<file path="config.mk">
export PLATFORM = sky130hd
export DESIGN_NAME = fpu_int2float_flat
export DESIGN_NICKNAME = d
export VERILOG_FILES = /design/src/rtl/fpu_int2float_if.sv /design/src/rtl/fpu_int2float.sv /design/src/flat_wrapper.sv
export SDC_FILE = /design/constraint.sdc
export NUM_CORES = 1
export LEC_CHECK = 0
export ABC_CLOCK_PERIOD_IN_PS = 6200
export BUFFER_PORTS_ARGS = -buffer_cell sky130_fd_sc_hd__buf_2
export CORE_ASPECT_RATIO = 2
export CORE_MARGIN = 10
export CORE_UTILIZATION = 50
export DETAILED_ROUTE_END_ITERATION = 8
export GPL_TIMING_DRIVEN = 0
export HOLD_SLACK_MARGIN = 0.05
export PLACE_DENSITY = 0.75
export SYNTH_ARGS = -nofsm -noshare
export SYNTH_HDL_FRONTEND = slang
export SYNTH_SLANG_ARGS = --single-unit
</file>
<file path="constraint.sdc">
create_clock -name clock_i -period 6.2 [get_ports clock_i]
set_input_delay 0.62 -clock clock_i [delete_from_list [all_inputs] [get_ports clock_i]]
set_output_delay 0.62 -clock clock_i [all_outputs]
set_load 0.005 [all_outputs]
</file>
<file path="src/rtl/fpu_int2float_if.sv">
// Operand/result handshake bundle for the integer-to-float converter.
// The master side feeds integers and consumes packed floats; the slave side
// is the converter itself.
interface fpu_int2float_if;
    logic [31:0] int_in;
    logic        in_valid;
    logic        in_ready;
    logic [31:0] data_out;
    logic [3:0]  status_out;
    logic        out_valid;
    logic        out_ready;

    modport master (
        output int_in,
        output in_valid,
        input  in_ready,
        input  data_out,
        input  status_out,
        input  out_valid,
        output out_ready
    );

    modport slave (
        input  int_in,
        input  in_valid,
        output in_ready,
        output data_out,
        output status_out,
        output out_valid,
        input  out_ready
    );
endinterface

</file>
<file path="src/rtl/fpu_int2float.sv">
// Iterative 32-bit signed integer to FPU float converter.
// Output format {sign, exp[5:0], mant[24:0]}, bias 31, implicit leading one.
// Normalisation shifts one bit per cycle until the magnitude MSB is set.
// Build option: define FPU_I2F_ROUND_NEAREST_EN for round-to-nearest-even
// in PACK; otherwise the mantissa is truncated toward zero magnitude.
//
// state | meaning
// IDLE  | ready for an operand, in_ready high
// NORM  | shifting magnitude left until bit 31 is set (or zero detected)
// PACK  | assemble sign/exponent/mantissa and status
// DONE  | result held with out_valid high until out_ready
module fpu_int2float (
    input  logic            clock_i,
    input  logic            reset_i,
    fpu_int2float_if.slave  bus
);

    localparam int EXP_W  = 6;
    localparam int MANT_W = 25;
    localparam int BIAS   = 31;

    localparam logic [3:0] ST_EXACT   = 4'b0001;
    localparam logic [3:0] ST_INEXACT = 4'b1111;

    typedef enum logic [1:0] {IDLE, NORM, PACK, DONE} state_t;

    state_t      state_q, state_d;
    logic        sign_q, sign_d;
    logic [31:0] mag_q, mag_d;
    logic [4:0]  shift_cnt_q, shift_cnt_d;
    logic [31:0] data_q, data_d;
    logic [3:0]  status_q, status_d;

    logic [EXP_W-1:0]  pack_exp;
    logic [MANT_W-1:0] pack_mant;
    logic              pack_inexact;

    // State and datapath registers with synchronous reset
    always_ff @(posedge clock_i) begin
        if (reset_i) begin
            state_q     <= IDLE;
            sign_q      <= 1'b0;
            mag_q       <= '0;
            shift_cnt_q <= '0;
            data_q      <= '0;
            status_q    <= '0;
        end else begin
            state_q     <= state_d;
            sign_q      <= sign_d;
            mag_q       <= mag_d;
            shift_cnt_q <= shift_cnt_d;
            data_q      <= data_d;
            status_q    <= status_d;
        end
    end

    // Exponent/mantissa assembly from the normalised magnitude
    always_comb begin
        // 62 - shift_cnt: an unshifted magnitude has its MSB at bit 31
        pack_exp     = EXP_W'(BIAS + 31) - EXP_W'(shift_cnt_q);
        pack_mant    = mag_q[30:6];
        pack_inexact = |mag_q[5:0];
`ifdef FPU_I2F_ROUND_NEAREST_EN
        // Mantissa carry-out wraps pack_mant to zero and bumps the exponent;
        // the magnitude never exceeds 2^31 so the exponent stays below 63.
        if (mag_q[5] && ((|mag_q[4:0]) || mag_q[6])) begin
            pack_mant = pack_mant + MANT_W'(1);
            if (&mag_q[30:6]) begin
                pack_exp = pack_exp + EXP_W'(1);
            end
        end
`endif
    end

    // Next-state and datapath update
    always_comb begin
        state_d     = state_q;
        sign_d      = sign_q;
        mag_d       = mag_q;
        shift_cnt_d = shift_cnt_q;
        data_d      = data_q;
        status_d    = status_q;
        unique case (state_q)
            IDLE: begin
                if (bus.in_valid) begin
                    sign_d      = bus.int_in[31];
                    // Negating 0x80000000 wraps back to itself, which is the correct magnitude
                    mag_d       = bus.int_in[31] ? (~bus.int_in + 32'd1) : bus.int_in;
                    shift_cnt_d = '0;
                    state_d     = NORM;
                end
            end
            NORM: begin
                if (mag_q == 32'd0) begin
                    data_d   = '0;
                    status_d = ST_EXACT;
                    state_d  = DONE;
                end else if (mag_q[31]) begin
                    state_d = PACK;
                end else begin
                    mag_d       = {mag_q[30:0], 1'b0};
                    shift_cnt_d = shift_cnt_q + 5'd1;
                end
            end
            PACK: begin
                data_d   = {sign_q, pack_exp, pack_mant};
                status_d = pack_inexact ? ST_INEXACT : ST_EXACT;
                state_d  = DONE;
            end
            DONE: begin
                if (bus.out_ready) begin
                    state_d = IDLE;
                end
            end
            default: state_d = IDLE;
        endcase
    end

    assign bus.in_ready   = (state_q == IDLE);
    assign bus.out_valid  = (state_q == DONE);
    assign bus.data_out   = data_q;
    assign bus.status_out = status_q;

endmodule
</file>
<file path="src/flat_wrapper.sv">
// flat-port wrapper written by rule: the top's interface ports become plain ports
module fpu_int2float_flat 
  (clock_i, reset_i, bus_int_in, bus_in_valid, bus_in_ready, bus_data_out, bus_status_out, bus_out_valid, bus_out_ready);
  fpu_int2float_if bus_i ();
  input  logic clock_i;
  input  logic reset_i;
  input wire logic [$bits(bus_i.int_in)-1:0] bus_int_in;
  input wire logic [$bits(bus_i.in_valid)-1:0] bus_in_valid;
  output wire logic [$bits(bus_i.in_ready)-1:0] bus_in_ready;
  output wire logic [$bits(bus_i.data_out)-1:0] bus_data_out;
  output wire logic [$bits(bus_i.status_out)-1:0] bus_status_out;
  output wire logic [$bits(bus_i.out_valid)-1:0] bus_out_valid;
  input wire logic [$bits(bus_i.out_ready)-1:0] bus_out_ready;
  assign bus_i.int_in = bus_int_in;
  assign bus_i.in_valid = bus_in_valid;
  assign bus_in_ready = bus_i.in_ready;
  assign bus_data_out = bus_i.data_out;
  assign bus_status_out = bus_i.status_out;
  assign bus_out_valid = bus_i.out_valid;
  assign bus_i.out_ready = bus_out_ready;
  fpu_int2float u_core (.clock_i(clock_i), .reset_i(reset_i), .bus(bus_i));
endmodule
</file>
-- Word level (Yosys, flattened, before mapping)
Index checks and enable logic that the tools add are counted.
- register bits after elaboration: 76
- bits of input ports: 36
- output and inout bits: 38
- logic and storage cells: 49
- add/sub/neg operators: 3
- equal/unequal tests: 9
- multiplexer cells: 19
- bitwise operators: 1
- reduce and logical (&&, ||, !) cells: 10
- operators by type and width (operator ; count):
    32-bit 2-to-1 mux ; 5
    32-bit case mux with 2 select lines ; 2
    32-bit by 1-bit adder with 32-bit output, second input constant ; 1
    32-bit logical NOT ; 1
    32-bit NOT ; 1
    5-bit 2-to-1 mux ; 3
    5-bit case mux with 2 select lines ; 1
    2-bit 2-to-1 mux ; 4
    4-bit 2-to-1 mux ; 2
    2-bit case mux with 4 select lines ; 1
    4-bit case mux with 2 select lines ; 1
    2-bit != test, second input constant ; 3
    3-bit AND reduction ; 2
    6-bit OR reduction ; 1
    6-bit by 5-bit subtractor with 6-bit output, first input constant ; 1
    5-bit by 1-bit adder with 5-bit output, second input constant ; 1
    2-bit == test, second input constant ; 2
    2-bit by 1-bit != test with 1-bit output, second input constant ; 2
    2-bit AND reduction ; 2
    4-bit AND reduction ; 1
    2-bit nonzero test ; 2
    3-bit by 1-bit != test with 1-bit output, second input constant ; 1
    2-bit by 1-bit == test with 1-bit output, second input constant ; 1
    2-bit logical NOT ; 1

-- Logic depth before layout (Yosys ltp)
- word-level depth: 5
- depth in mapped cells: 9

-- Least setup slack after synthesis
OpenSTA, ideal clock, no wires.
- path type: input-to-reg
- from: in bus_int_in[24]
- to: reg u_core.mag_q[30]
- library setup time: 0.138 ns
- data arrival time: 2.464 ns
- data required time: 6.062 ns
- slack: 3.598 ns
- stages on the path: 7
- buffers on the path: 1
- cell sequence: or4_4 -> or4_1 -> clkbuf_2 -> or4_1 -> mux2_4 -> o211ai_2 -> a21oi_1
- word-level cells in the longest chain between the ends: 5
- RTL lines (what ; line ; RTL):
    start: declaration ; flat_wrapper.sv:7 ; input wire logic [$bits(bus_i.int_in)-1:0] bus_int_in;
    32-bit NOT ; fpu_int2float.sv:88 ; mag_d = bus.int_in[31] ? (~bus.int_in + 32'd1) : bus.int_in;
    32-bit by 1-bit adder with 32-bit output ; fpu_int2float.sv:88 ;
    32-bit 2-to-1 mux ; fpu_int2float.sv:88 ;
    32-bit 2-to-1 mux ; fpu_int2float.sv:85 ; if (bus.in_valid) begin
    32-bit case mux with 2 select lines ; fpu_int2float.sv:83 ; unique case (state_q)
    end signal: assignment ; fpu_int2float.sv:50 ; mag_q <= mag_d;
    end: declaration ; fpu_int2float.sv:29 ; logic [31:0] mag_q, mag_d;
No other way between the ends. The select of a mux whose other input is x is not followed.
A chain may end at the register's enable or synchronous reset.

-- Final worst setup path
- from: reg u_core.mag_q[20]
- to: reg u_core.mag_q[29]
- word-level cells in the longest chain between the ends: 3
- RTL lines (what ; line ; RTL):
    32-bit logical NOT ; fpu_int2float.sv:94 ; if (mag_q == 32'd0) begin
    2-bit != test (no line) ; - ;
    4-bit AND reduction (no line) ; - ;
No other way between the ends.

==> results.cfg <==
[clocking]
cts_buffers = 9
path_clk_slew_ns = 0.05
cts.path.max_buffers = 2
post_cts_buffers = 0
cts_max_level = 3
cts_hold_buffers = 0
numClockSinks = 74
cts_resized = 0
clk_latency_ns = 0.34
cts_tree = yes
cts-root-buf = clkbuf_16

[synthesis]
post-synth-top-area-cell = dfxtp_1
synth.distinct_cells = 50
synth_area_leaders = dfxtp_1 38%, a21oi_1 7.1%, nand3_1 6.0%
async_reset_ff_frac = 0
synth_seq_area_share = 0.385
syn_nets = 526
synth_warnings = 0
synth_top_area_share = 0.385
synth_edf_count = 0
ys_ff_latch = 74
syn_area_um2 = 3850
synth_cells = 484
synth_area_per_cell_um2 = 7.96
ys.flop_type = dfxtp_1
synthTopCellsByCount = 74 x dfxtp_1, 55 x a21oi_1, 54 x nand2_1, 46 x nand3_1, 37 x nor2_1
synth.most_common_cell = dfxtp_1

[floorplanning]
die_h_um = 144
ios = 74
start_util = 0.510
core_area_um2 = 7540
rows = 45
die_area_um2 = 11800
die_x_um = 82.1

[power]
power.total_uw = 1890
p_per_area_nw_per_um2 = 409
p_switching_uw = 756
ir_worst_vdd_mv = 0.184
power_frac_seq = 0.379
internal_power_uw = 1140
pwr-share-clk = 0.279
p_leak_uw = 0.00179
power_frac_comb = 0.342
switching_share = 0.399

[setup_path]
critPathMaxFanout = 10
cpPeakStageDelay_ns = 0.90
cpMostUsedCell = nor4_1
slowest_stage = nor4_1
reg2reg_depth = 7
critPathBufInv = 1
worstSetupEndpointType = register
start_kind = register
path_delay_family = simple AND/OR/NAND/NOR gates
cp_data_arrival_time_ns = 3.18
cp.required_ns = 6.39
crit_type = register to register
worstSetupPathDepth = 7
crit_path_cell_trace = nor4_1 -> nand3_1 -> nor4_1 -> a211oi_1 -> clkbuf_1 -> o221ai_1 -> a21oi_1

[timing]
clock_skew_ns = 0.00718
tns_ns = 0
setup_viol = 0
period_needed_ns = 2.99
fmax_ghz = 0.334
slew_viol_final = 0
fin_crit_sh = 0.483
worst_slew_pin_slew_ns = 1.05
relSlewSlack = 0.295
rsz0062_at_grt = false
hold_violations = 0

[min_path]
holdPathStages = 2
hold_class = register to register

[grt]
grt_pass1_wl_um = 19500
grt_pass1_vias = 4007
grt_max_degree = 13
antenna_found_initial = 0
grt.overflow.total = 0
grt_usage = 0.213

[final_layout]
drive_gt1_frac = 0.196
nets = 609
finalNonFillerCells = 666
antenna_cells = 0
area_delta_synth_final_pct = 20.3
design_area_um2 = 4630
final_core_util = 0.614

[route]
finalWirelength_um = 12300
drt_iter0_drc = 196
ant_nets = 0
vias = 3933
wire_per_inst_um = 18.5
drc = 0
dr.pass1.iters = 5
vias_per_cell = 5.91

[run]
drv_cap = 0

[place]
place.gp.congestion = 0.928
place_area_um2 = 4330
dp.cells = 650
hpwl_um = 9690
port_buffers = 72

[outcome]
status = complete, no violations
==> tightest hold or removal path, cell delays in order (launching register included) <==
cell and delay [ns]:
dfxtp_1 0.30, nand2_1 0.05, a21oi_1 0.05
==> power groups by stage <==
| stage | clock [µW] | sequential (µW) | combinational [µW] |
|---|---|---|---|
| after global placement | 0 | 720 | 629 |
| after global routing | 555 | 730 | 716 |
| after detailed placement | 0 | 720 | 640 |
| after CTS | 532 | 712 | 643 |
| final | 528 | 718 | 647 |
| after floorplan | 0 | 669 | 458 |
==> routing by layer <==
metal  vias to the layer above  share of wire  GRT usage
met5                         -              0          0
met4                         0          0.048      0.134
met3                        40          0.045     0.0336
met1                      1852           0.36      0.209
li1                       1921              -          -
met2                       120           0.55      0.392
==> sequential cells by signal (all words and copies together) (netlist names) <==
| register | cells |
|---|---|
| u_core.bus.data_out | 32 |
| u_core.bus.status_out | 2 |
| u_core.mag_q | 32 |
| u_core.shift_cnt_q | 5 |
| u_core.sign_q | 1 |
| u_core.state_q | 2 |
==> cells in the final DEF (no fill, tap or decap), drive strengths merged, types with 6 or more instances in the layout <==
cell type and instances:
nand2 54, nor3 9, o221ai 8, a21oi 55, nand3 47, dfxtp 74, nor4 11, clkbuf 39
o21ai 20, xor2 11, or3 9, mux2i 6, or4 8, inv 9, o22ai 8, nor2 37
ha 6, o31ai 12, buf 82, xnor2 16
==> metrics by stage <==
| stage | hold WS [ns] | setup slack, ns |
|---|---|---|
| final | 0.446 | 3.21 |
| after global routing | 0.469 | 2.91 |
| after CTS | 0.450 | 3.22 |
| after detailed placement | 0.443 | 3.24 |
| after global placement | 0.436 | 3.34 |
| after floorplan | 0.437 | 3.60 |
==> kinds of logic (layout without fill, tap and decap cells) <==
logic type | after synthesis | after routing | synth area share
multiplexers | 7 | 7 | 0.0195
AND/OR/NAND/NOR | 185 | 185 | 0.233
XOR/XNOR | 27 | 27 | 0.0614
flip-flops | 74 | 74 | 0.385
AO/OA/AOI/OAI | 138 | 138 | 0.230
buffers and inverters | 47 | 135 | 0.0523
adder cells (fa/ha/maj) | 6 | 6 | 0.0195
==> layout make-up <==
| type | instances | area (µm²) |
|---|---|---|
| buffer | 38 | 168 |
| clock inverter | 5 | 52.6 |
| timing repair buffer | 72 | 360 |
| inverter | 9 | 33.8 |
| fill | 763 | 2910 |
| sequential | 74 | 1480 |
| multi-input combinational | 363 | 2170 |
| clock buffer | 11 | 253 |
| tap | 94 | 118 |
==> final timing paths <==
check | end | start | slack [ns]
worst min-delay path | u_core.bus.data_out[15]$_SDFFE_PP0P_ | u_core.bus.data_out[15]$_SDFFE_PP0P_ | 0.45
worst min register to register | u_core.bus.data_out[15]$_SDFFE_PP0P_ | u_core.bus.data_out[15]$_SDFFE_PP0P_ | 0.45
worst max-delay path | u_core.mag_q[29]$_SDFFE_PP0P_ | u_core.mag_q[20]$_SDFFE_PP0P_ | 3.21
worst max register to register | u_core.mag_q[29]$_SDFFE_PP0P_ | u_core.mag_q[20]$_SDFFE_PP0P_ | 3.21
(Power assumes the default switching activity.)
